`src/rtl/matmul_pkg.sv`:
```
// Shared types and constants for the matrix-multiply datapath.
// Holds the dot-product FSM state encoding and a clog2 helper.
package matmul_pkg;

    localparam int DEF_DATA_W  = 8;
    localparam int DEF_VEC_LEN = 4;

    typedef enum logic [1:0] {
        ACCUM = 2'd0,
        DRAIN = 2'd1,
        DONE  = 2'd2
    } state_t;

    function automatic int clog2(input int v);
        int r;
        r = 0;
        while ((1 << r) < v) r++;
        return r;
    endfunction

endpackage

```
`src/rtl/dot_product_accumulator_if.sv`:
```
// Operand-pair input stream and result output stream of the
// dot-product accumulator; slave is the accumulator side.
interface dot_product_accumulator_if
    import matmul_pkg::*;
#(
    parameter int DATA_W = DEF_DATA_W,
    parameter int ACC_W  = 2 * DATA_W + clog2(DEF_VEC_LEN)
);
    logic              inValid;
    logic              inReady;
    logic [DATA_W-1:0] inData_A;
    logic [DATA_W-1:0] inData_B;
    logic              outValid;
    logic              outReady;
    logic [ACC_W-1:0]  outData_C;
    logic              outOverflow;

    modport master (
        output inValid, inData_A, inData_B, outReady,
        input  inReady, outValid, outData_C, outOverflow
    );

    modport slave (
        input  inValid, inData_A, inData_B, outReady,
        output inReady, outValid, outData_C, outOverflow
    );
endinterface

```
`src/rtl/vedicmultiplier_nbit.sv`:
```
// Combinational unsigned N x N Vedic multiplier, built recursively
// from 2-bit Vedic cells (four half-width products plus adders).
module vedicmultiplier_nbit #(
    parameter int N = 8
) (
    input  logic [N-1:0]   a,
    input  logic [N-1:0]   b,
    output logic [2*N-1:0] p
);
    generate
        if (N == 2) begin : g_cell
            logic c;
            assign p[0] = a[0] & b[0];
            assign p[1] = (a[1] & b[0]) ^ (a[0] & b[1]);
            assign c    = (a[1] & b[0]) & (a[0] & b[1]);
            assign p[2] = (a[1] & b[1]) ^ c;
            assign p[3] = (a[1] & b[1]) & c;
        end else begin : g_rec
            localparam int H = N / 2;
            logic [N-1:0]   ll, lh, hl, hh;
            logic [2*N-1:0] mid;

            vedicmultiplier_nbit #(.N(H)) u_ll (
                .a(a[H-1:0]), .b(b[H-1:0]), .p(ll)
            );
            vedicmultiplier_nbit #(.N(H)) u_lh (
                .a(a[H-1:0]), .b(b[N-1:H]), .p(lh)
            );
            vedicmultiplier_nbit #(.N(H)) u_hl (
                .a(a[N-1:H]), .b(b[H-1:0]), .p(hl)
            );
            vedicmultiplier_nbit #(.N(H)) u_hh (
                .a(a[N-1:H]), .b(b[N-1:H]), .p(hh)
            );

            // cross terms sit at weight 2^H
            assign mid = {{H{1'b0}}, lh, {H{1'b0}}}
                       + {{H{1'b0}}, hl, {H{1'b0}}};
            assign p   = {hh, ll} + mid;
        end
    endgenerate
endmodule

```
`src/rtl/dot_product_accumulator.sv`:
```
// Sequential multiply-accumulate producing one dot-product element.
// Define DOTACC_SATURATE_EN for a saturating accumulator with sticky overflow.
module dot_product_accumulator
    import matmul_pkg::*;
#(
    parameter int DATA_W  = DEF_DATA_W,
    parameter int VEC_LEN = DEF_VEC_LEN,
    parameter int ACC_W   = 2 * DATA_W + clog2(VEC_LEN)
) (
    input  logic clk,
    input  logic rst,
    dot_product_accumulator_if.slave bus
);
    localparam int CNT_W = clog2(VEC_LEN);
    localparam int PW    = 2 * DATA_W;

    state_t           state_q, state_d;
    logic [CNT_W-1:0] cnt_q, cnt_d;
    logic             run_q;
    logic             ready;
    logic [PW-1:0]    prod;
    logic [PW-1:0]    p_q;
    logic             p_vld;
    logic [ACC_W-1:0] acc_q, acc_d;
    logic [ACC_W-1:0] res_q;
    logic             out_vld_q;
    logic             take, last, hs, load;

    vedicmultiplier_nbit #(.N(DATA_W)) u_mul (
        .a(bus.inData_A),
        .b(bus.inData_B),
        .p(prod)
    );

    assign take = bus.inValid & ready;
    assign last = (cnt_q == CNT_W'(VEC_LEN - 1));
    assign hs   = out_vld_q & bus.outReady;
    // result is captured one cycle after the final add has settled in acc
    assign load = (state_q == DONE) & ~out_vld_q;

    always_comb begin
        state_d = state_q;
        cnt_d   = cnt_q;
        ready   = 1'b0;
        unique case (state_q)
            ACCUM: begin
                ready = run_q;
                if (take) begin
                    if (last) begin
                        cnt_d   = '0;
                        state_d = DRAIN;
                    end else begin
                        cnt_d = cnt_q + CNT_W'(1);
                    end
                end
            end
            DRAIN: state_d = DONE;
            DONE: if (hs) state_d = ACCUM;
            default: state_d = ACCUM;
        endcase
    end

    always_ff @(posedge clk or posedge rst) begin
        if (rst) begin
            state_q   <= ACCUM;
            cnt_q     <= '0;
            run_q     <= 1'b0;
            p_q       <= '0;
            p_vld     <= 1'b0;
            acc_q     <= '0;
            res_q     <= '0;
            out_vld_q <= 1'b0;
        end else begin
            state_q <= state_d;
            cnt_q   <= cnt_d;
            run_q   <= 1'b1;
            p_vld   <= take;
            if (take) p_q <= prod;
            if (hs) acc_q <= '0;
            else if (p_vld) acc_q <= acc_d;
            if (hs) begin
                out_vld_q <= 1'b0;
            end else if (load) begin
                out_vld_q <= 1'b1;
                res_q     <= acc_q;
            end
        end
    end

`ifdef DOTACC_SATURATE_EN
    logic [ACC_W:0] sum;
    logic           ovf_q;
    logic           res_ovf_q;

    assign sum   = {1'b0, acc_q} + (ACC_W + 1)'(p_q);
    assign acc_d = sum[ACC_W] ? '1 : sum[ACC_W-1:0];

    always_ff @(posedge clk or posedge rst) begin
        if (rst) begin
            ovf_q     <= 1'b0;
            res_ovf_q <= 1'b0;
        end else begin
            if (hs) ovf_q <= 1'b0;
            else if (p_vld && sum[ACC_W]) ovf_q <= 1'b1;
            if (hs) res_ovf_q <= 1'b0;
            else if (load) res_ovf_q <= ovf_q;
        end
    end

    assign bus.outOverflow = res_ovf_q & out_vld_q;
`else
    assign acc_d           = acc_q + ACC_W'(p_q);
    assign bus.outOverflow = 1'b0;
`endif

    assign bus.inReady   = ready;
    assign bus.outValid  = out_vld_q;
    assign bus.outData_C = res_q;
endmodule

```
`src/flat_wrapper.sv`:
```
// flat-port wrapper written by rule: the top's interface ports become plain ports
module dot_product_accumulator_flat import matmul_pkg::*;
#(
    parameter int DATA_W  = DEF_DATA_W,
    parameter int VEC_LEN = DEF_VEC_LEN,
    parameter int ACC_W   = 2 * DATA_W + clog2(VEC_LEN)
)
  (clk, rst, bus_inValid, bus_inData_A, bus_inData_B, bus_outReady, bus_inReady, bus_outValid, bus_outData_C, bus_outOverflow);
  dot_product_accumulator_if #(.DATA_W(DATA_W), .ACC_W(ACC_W)) bus_i ();
  input  logic clk;
  input  logic rst;
  input wire logic [$bits(bus_i.inValid)-1:0] bus_inValid;
  input wire logic [$bits(bus_i.inData_A)-1:0] bus_inData_A;
  input wire logic [$bits(bus_i.inData_B)-1:0] bus_inData_B;
  input wire logic [$bits(bus_i.outReady)-1:0] bus_outReady;
  output wire logic [$bits(bus_i.inReady)-1:0] bus_inReady;
  output wire logic [$bits(bus_i.outValid)-1:0] bus_outValid;
  output wire logic [$bits(bus_i.outData_C)-1:0] bus_outData_C;
  output wire logic [$bits(bus_i.outOverflow)-1:0] bus_outOverflow;
  assign bus_i.inValid = bus_inValid;
  assign bus_i.inData_A = bus_inData_A;
  assign bus_i.inData_B = bus_inData_B;
  assign bus_i.outReady = bus_outReady;
  assign bus_inReady = bus_i.inReady;
  assign bus_outValid = bus_i.outValid;
  assign bus_outData_C = bus_i.outData_C;
  assign bus_outOverflow = bus_i.outOverflow;
  dot_product_accumulator #(.DATA_W(DATA_W), .VEC_LEN(VEC_LEN), .ACC_W(ACC_W)) u_core (.clk(clk), .rst(rst), .bus(bus_i));
endmodule
```
`config.mk`:
```
export PLATFORM = sky130hd
export DESIGN_NAME = dot_product_accumulator_flat
export DESIGN_NICKNAME = d
export VERILOG_FILES = /design/src/rtl/matmul_pkg.sv /design/src/rtl/dot_product_accumulator_if.sv /design/src/rtl/vedicmultiplier_nbit.sv /design/src/rtl/dot_product_accumulator.sv /design/src/flat_wrapper.sv
export SDC_FILE = /design/constraint.sdc
export NUM_CORES = 1
export LEC_CHECK = 0
export ABC_CLOCK_PERIOD_IN_PS = 2300
export BUFFER_PORTS_ARGS = -buffer_cell sky130_fd_sc_hd__buf_2
export CORE_UTILIZATION = 32
export CTS_CLUSTER_SIZE = 28
export DETAILED_ROUTE_END_ITERATION = 10
export SLEW_MARGIN = 40
export SYNTH_ARGS = -nofsm -noshare
export SYNTH_HDL_FRONTEND = slang
export SYNTH_HIERARCHICAL = 1
export SYNTH_SLANG_ARGS = --single-unit
```
`constraint.sdc`:
```
create_clock -name clk -period 2.3 [get_ports clk]
set_input_delay 0.23 -clock clk [delete_from_list [all_inputs] [get_ports clk]]
set_output_delay 0.23 -clock clk [all_outputs]
set_load 0.005 [all_outputs]
```
== Word level (Yosys, flattened, before mapping) ==
Index checks and enable logic that the tools add are counted.

* Register bits after elaboration: 59

* Add/subtract/negate cells: 12
* Multiplexer cells: 10
* Bitwise logic cells: 133
* Equality and inequality tests: 6
* Reductions and logical operators: 6

{| class="wikitable"
|+ Operators with widths
! operator !! number
|-
| 1-bit AND || 99
|-
| 18-bit two-way mux || 2
|-
| 8-bit adder || 4
|-
| 1-bit bitwise XOR || 32
|-
| 6-bit by 6-bit adder with 7-bit output || 4
|-
| 18-bit by 16-bit adder with 18-bit output || 1
|-
| 16-bit by 13-bit adder with 16-bit output || 1
|-
| 12-bit by 12-bit adder with 13-bit output || 1
|-
| 2-bit two-way mux || 4
|-
| 2-bit by 1-bit != test with 1-bit output, second input constant || 3
|-
| 2-bit one-hot mux with 3 select lines || 1
|-
| 2-bit equality test, second input constant || 2
|-
| 2-bit AND reduction || 2
|-
| 2-bit nonzero test || 2
|-
| 1-bit two-way mux || 3
|-
| 3-bit AND reduction || 1
|-
| 2-bit by 1-bit adder with 2-bit output, second input constant || 1
|-
| 2-bit by 1-bit equality test with 1-bit output, second input constant || 1
|-
| 2-bit zero test || 1
|-
| 1-bit inverter || 2
|}

== Longest topological paths before layout ==
* Word-level depth: 7
* Mapped depth: 22
* Depth with buffers taken out: 22

== By module ==
The synthesis kept the hierarchy.

{| class="wikitable"
|+ By module, submodules not included
! module !! cells each !! seq. area each (µm²) !! instances !! area each (µm²)
|-
| dot_product_accumulator || 269 || 1476.4 || 1 || 3130.5
|-
| vedicmultiplier_nbit (u_core.u_mul.g_rec.u_hh ...) || 27 || 0.0 || 4 || 249.0
|-
| vedicmultiplier_nbit (u_core.u_mul.g_rec.u_hh.g_rec.u_hh ...) || 6 || 0.0 || 16 || 50.0
|-
| vedicmultiplier_nbit (u_core.u_mul) || 66 || 0.0 || 1 || 564.3
|}

== Worst setup path before layout ==
OpenSTA, ideal clock, no wires.

* Path kind: input -> register
* From: input port bus_inData_B[2]
* To: register u_core.p_q[15]
* Path slack: -1979 ps
* Cell stages on the path: 17
* Arrival time: 4154 ps
* Library setup time: 125 ps
* Data required time: 2175 ps
* Path buffers: 0
* Cells stage by stage: and2_1 ha_1 ha_1 fa_1 inv_1 fa_1 nand2b_1 a21oi_2 xor2_1 fa_1 ha_1 nor2b_4 o31a_1 o21ai_2 nor2_1 xor2_1 mux2_2

* Elaborated cells between the ends (all ways): 30
* Those cells by class: add/sub (6); bitwise (24)

{| class="wikitable"
|+ RTL lines
! item !! RTL line !! text
|-
| start: declaration || flat_wrapper.sv:14 || <nowiki>input wire logic [$bits(bus_i.inData_B)-1:0] bus_inData_B;</nowiki>
|-
| 1-bit AND (2 in a row) || vedicmultiplier_nbit.sv:15 || <nowiki>assign c = (a[1] & b[0]) & (a[0] & b[1]);</nowiki>
|-
| 1-bit bitwise XOR || vedicmultiplier_nbit.sv:16 || <nowiki>assign p[2] = (a[1] & b[1]) ^ c;</nowiki>
|-
| named net u_core.u_mul.g_rec.u_ll.g_rec.lh[2] || vedicmultiplier_nbit.sv:20 || <nowiki>logic [N-1:0] ll, lh, hl, hh;</nowiki>
|-
| 6-bit by 6-bit adder with 7-bit output || vedicmultiplier_nbit.sv:38 || <nowiki>+ {{H{1'b0}}, hl, {H{1'b0}}};</nowiki>
|-
| 8-bit adder || vedicmultiplier_nbit.sv:39 || <nowiki>assign p = {hh, ll} + mid;</nowiki>
|-
| named net u_core.u_mul.g_rec.ll[7] || vedicmultiplier_nbit.sv:20 ||
|-
| 16-bit by 13-bit adder with 16-bit output || vedicmultiplier_nbit.sv:39 ||
|-
| named net u_core.prod[15] || dot_product_accumulator.sv:21 || <nowiki>logic [PW-1:0] prod;</nowiki>
|-
| end signal: assignment || dot_product_accumulator.sv:78 || <nowiki>if (take) p_q <= prod;</nowiki>
|-
| end: declaration || dot_product_accumulator.sv:22 || <nowiki>logic [PW-1:0] p_q;</nowiki>
|}

The timed path passes the listed nets, and every way through them passes these cells.
A chain may end at the register's enable or synchronous reset.

== Worst setup path in the final report ==
* From: input port bus_inData_B[1]
* To: register u_core.p_q[15]

* Elaborated cells between the ends (all ways): 30
* Those cells by class: add/sub (6); bitwise (24)

{| class="wikitable"
|+ RTL lines
! item !! RTL line !! text
|-
| 1-bit AND (2 in a row) || vedicmultiplier_nbit.sv:15 ||
|-
| 1-bit AND * || vedicmultiplier_nbit.sv:17 || <nowiki>assign p[3] = (a[1] & b[1]) & c;</nowiki>
|-
| named net u_core.u_mul.g_rec.u_ll.g_rec.ll[3] || vedicmultiplier_nbit.sv:20 ||
|-
| 8-bit adder * || vedicmultiplier_nbit.sv:39 ||
|-
| named net u_core.u_mul.g_rec.ll[7] || vedicmultiplier_nbit.sv:20 ||
|-
| 16-bit by 13-bit adder with 16-bit output * || vedicmultiplier_nbit.sv:39 ||
|-
| named net u_core.prod[15] || dot_product_accumulator.sv:21 ||
|}

Mark *: on every way through the listed nets, which the timed path passes. The rest lies on a longest branch.

==> results by group <==
Worst hold path
  • Hold crit path type: input port to async pin

Timing
  • Final WS setup: -1640 ps
  • Final worst path period share: 1.71
  • Max Slew Vio Count: 0
  • Max-slew headroom: 0.585
  • Clock Skew: 7.32 ps
  • Fmax: 254 MHz
  • Worst slew pin tran: 621 ps
  • Fin crit period: 3940 ps
  • RSZ-0062 raised after global routing: yes
  • Hold Fails Final Rpt: 28
  • Hold slack: -19.9 ps
  • # setup viols final: 12
  • Setup TNS: -15490 ps

Drt
  • DR vias/cell: 4.77
  • Detailed Route WL: 11.8 mm
  • Remaining antenna violation count: 0
  • Drt first-iter violations: 169
  • Via Count: 4090
  • Detailed-router iteration count before antenna repair: 4
  • Drt wl/cell: 13.7 um
  • DRC violations left: 0

Finish
  • Final core utilization: 0.430
  • Layout cell share with drive strength beyond 1: 0.367
  • Area growth syn-to-layout: 30.3%
  • Antenna cell count: 0
  • Layout Cells excl Fill: 857
  • Fill cells: 1591
  • Total Nets Final: 756

Worst setup path
  • Most common cell on crit path: ha_4
  • Top cell family by delay on the critical path: adder cells
  • CP max stage delay: 530 ps
  • Worst EP required: 2510 ps
  • CP Max Fanout: 8
  • Worst path slowest cell: fa_1
  • CP Buf/Inv Count: 2
  • Critical path arrival: 4150 ps
  • RR Endpoint: u_core/acc_q[16]$_DFFE_PP0P_
  • Reg2reg start: u_core/acc_q[0]$_DFFE_PP0P_
  • Critical path class: input port to flop
  • Crit-path cells: buf_8 > and2_4 > ha_4 > ha_4 > fa_1 > ha_4 > inv_2 > fa_2 > nand2b_4 > a21oi_2 > xor2_1 > fa_1 > ha_4 > nor2b_4 > o31a_1 > o21ai_2 > nor2_1 > xor2_1 > mux2_4
  • Worst Setup End Kind: flop
  • Setup crit start kind: input port
  • Reg2Reg Depth: 9
  • R2R setup slack: 40 ps

Clock network
  • Clock buffer count from CTS: 9
  • Max clock buf depth: 2
  • CTS H-tree depth: 3
  • TritonCTS clock tree: built
  • Clock Sinks: 59
  • CTS Root Cell: clkbuf_16
  • Clk_lat worst skew: 330 ps
  • Clock transition at path regs: 50 ps

Global route
  • Largest net degree at the start of global routing: 32
  • GRT Util Overall: 0.143
  • Gr ovfl total: 0
  • Vias in the first global route: 4400
  • First-pass GRT wire length: 20.5 mm
  • Initial antenna violation count: 0

Pwr
  • Worst VDD drop: 0.000732 V
  • Pleak: 3.45 nW
  • Sequential power share: 0.219
  • PnR Total Power: 8.41 mW
  • Psw: 3.29 mW
  • Pint: 5.11 mW
  • Sw Ratio: 0.392
  • Combinational Power Share: 0.612
  • Clock power share: 0.169
  • PwrDens: 1170 nW/um2

Logic synthesis
  • Main synth FF type: dfrtp_1
  • Post-synthesis sequential area ratio: 0.269
  • Synth warn: 6
  • Yosys cell types: 56
  • Netlist Area Pre-Place: 5490 um2
  • Yosys reg bits: 59
  • Mapped Cells: 539
  • Post-synthesis area per instance: 10.2 um2
  • Asr flop ratio synth: 1.00
  • Synthesized Nets: 662
  • Synth area leader: dfrtp_1
  • Synth top area share: 0.269
  • Synth area leaders: dfrtp_1 (27%), ha_1 (17%), fa_1 (11%), and2_1 (7.9%), mux2_2 (7.2%)
  • Post-synth EDFFs: 0

Placement
  • Port Buffers: 39
  • Placer Congestion: 0.833
  • DP HPWL: 9.30 mm
  • # placed instances: 832
  • Place WS: -2060 ps

Flow run
  • Max-cap viol count: 0

Run status
  • Failing checks: hold timing, setup timing
  • Status: complete, but fails checks

Die
  • Initial Utilization: 0.330
  • Core Rows: 47
  • Die W: 133 um
  • Core area: 16600 um2
  • Top Ports: 41
  • Die area: 17700 um2
  • Die Ht: 133 um
## sequential cells by signal, indices dropped and copies added, names as in the netlist
name                  cells
u_core/bus.outData_C     18
u_core/p_q               16
u_core/state_q            2
u_core/p_vld              1
u_core/run_q              1
u_core/cnt_q              2
u_core/acc_q             18
u_core/bus.outValid       1
## per-layer routing
| layer | share of wire | GRT usage | up-vias |
|---|---|---|---|
| met4 | 0.012 | 0.0402 | 0 |
| met1 | 0.44 | 0.167 | 2014 |
| met2 | 0.53 | 0.264 | 37 |
| li1 | - | - | 2029 |
| met3 | 0.020 | 0.0299 | 10 |
| met5 | 0 | 0 | - |
## cells by family (layout without fill, tap and decap cells)
kind of cell | after synthesis | count (layout) | share of synthesized area
simple gates | 145 | 145 | 0.149
mux | 44 | 44 | 0.0882
xor+xnor | 29 | 29 | 0.0463
other cells | 2 | 2 | 0.00137
flops | 59 | 59 | 0.269
buf+inv | 64 | 162 | 0.0456
compound gates | 93 | 93 | 0.125
fa+ha+maj | 103 | 103 | 0.276
## layout by cell type, fill, tap and decap left out, drive strengths merged, types with 3 or more instances in the layout
| cell | netlist | routed |
|---|---|---|
| o21a | 5 | 5 |
| o2111ai | 4 | 4 |
| fa | 30 | 30 |
| nand2 | 18 | 18 |
| buf | 6 | 94 |
| ha | 73 | 73 |
| nor3 | 3 | 3 |
| a31oi | 5 | 5 |
| mux2 | 35 | 35 |
| nor2 | 29 | 29 |
| a21o | 14 | 14 |
| mux2i | 9 | 9 |
| dfrtp | 59 | 59 |
| clkbuf | 5 | 10 |
| a21oi | 27 | 27 |
| nand3 | 3 | 3 |
| and2 | 69 | 69 |
| xor2 | 11 | 11 |
| a211oi | 6 | 6 |
| xnor2 | 18 | 18 |
| nand2b | 8 | 8 |
| inv | 53 | 53 |
| nor2b | 3 | 3 |
| o21ai | 22 | 22 |
## how the worst max path moves through the flow
stage / start / end / slack (ps) / cells after the start
after floorplan: bus_inData_A[2] / u_core/p_q[15]$_DFFE_PP0P_ / -1700 / 17
after global placement: bus_inData_B[0] / u_core/p_q[12]$_DFFE_PP0P_ / -1970 / 18
after detailed placement: bus_inData_A[2] / u_core/p_q[12]$_DFFE_PP0P_ / -2060 / 18
after CTS: bus_inData_B[1] / u_core/p_q[15]$_DFFE_PP0P_ / -1610 / 19
after global routing: bus_inData_B[4] / u_core/p_q[13]$_DFFE_PP0P_ / -1770 / 21
final: bus_inData_B[1] / u_core/p_q[15]$_DFFE_PP0P_ / -1640 / 19
## metrics by stage
step,instance area (um2),hold WS [ps]
floorplan,5670,383
global placement,6440,340
detailed placement,6440,352
CTS,6990,1.90
global route,7160,39.2
finish,7160,-19.9
## power groups by stage
stage	sequential, mW	clock, mW	combinational (mW)
3_3_place_gp	1.85	0	4.44
4_1_cts	1.85	1.45	4.89
6_report	1.84	1.42	5.15
5_1_grt	1.91	1.50	5.70
3_5_place_dp	1.86	0	4.56
2_1_floorplan	1.76	0	3.46
## area by class of cell
class | count | area, um2 | area share
repair buffers | 94 | 677 | 0.0946
clock buffers | 10 | 239 | 0.0334
flip-flops and latches | 59 | 1480 | 0.206
inverters | 53 | 199 | 0.0278
multi-input cells | 416 | 4210 | 0.589
well taps | 220 | 275 | 0.0385
clock inverters | 5 | 77.6 | 0.0108
## repair_timing
action | CTS | global route
buffers inserted | 5 | 5
resized for setup | 42 | 26
setup endpoints to repair | 13 | 17
pin swaps | 32 | 38
hold buffers | 0 | 0
## worst register-to-register path, cell delays in order (launching register included)
cell	delay (ps)
dfrtp_1	370
ha_2	210
inv_2	40
fa_2	330
and2b_4	280
o2111ai_4	170
a31oi_4	280
o2111ai_2	150
a31o_1	250
a21oi_1	110
## synthesized netlist by cell type (all sizes together) (9+ instances only)
cell    n
mux2i   9
nand2  18
a21oi  27
o21ai  22
fa     30
and2   69
xnor2  18
mux2   35
xor2   11
a21o   14
inv    53
ha     73
nor2   29
dfrtp  59
Note: power is estimated with default switching activity, not from simulation.
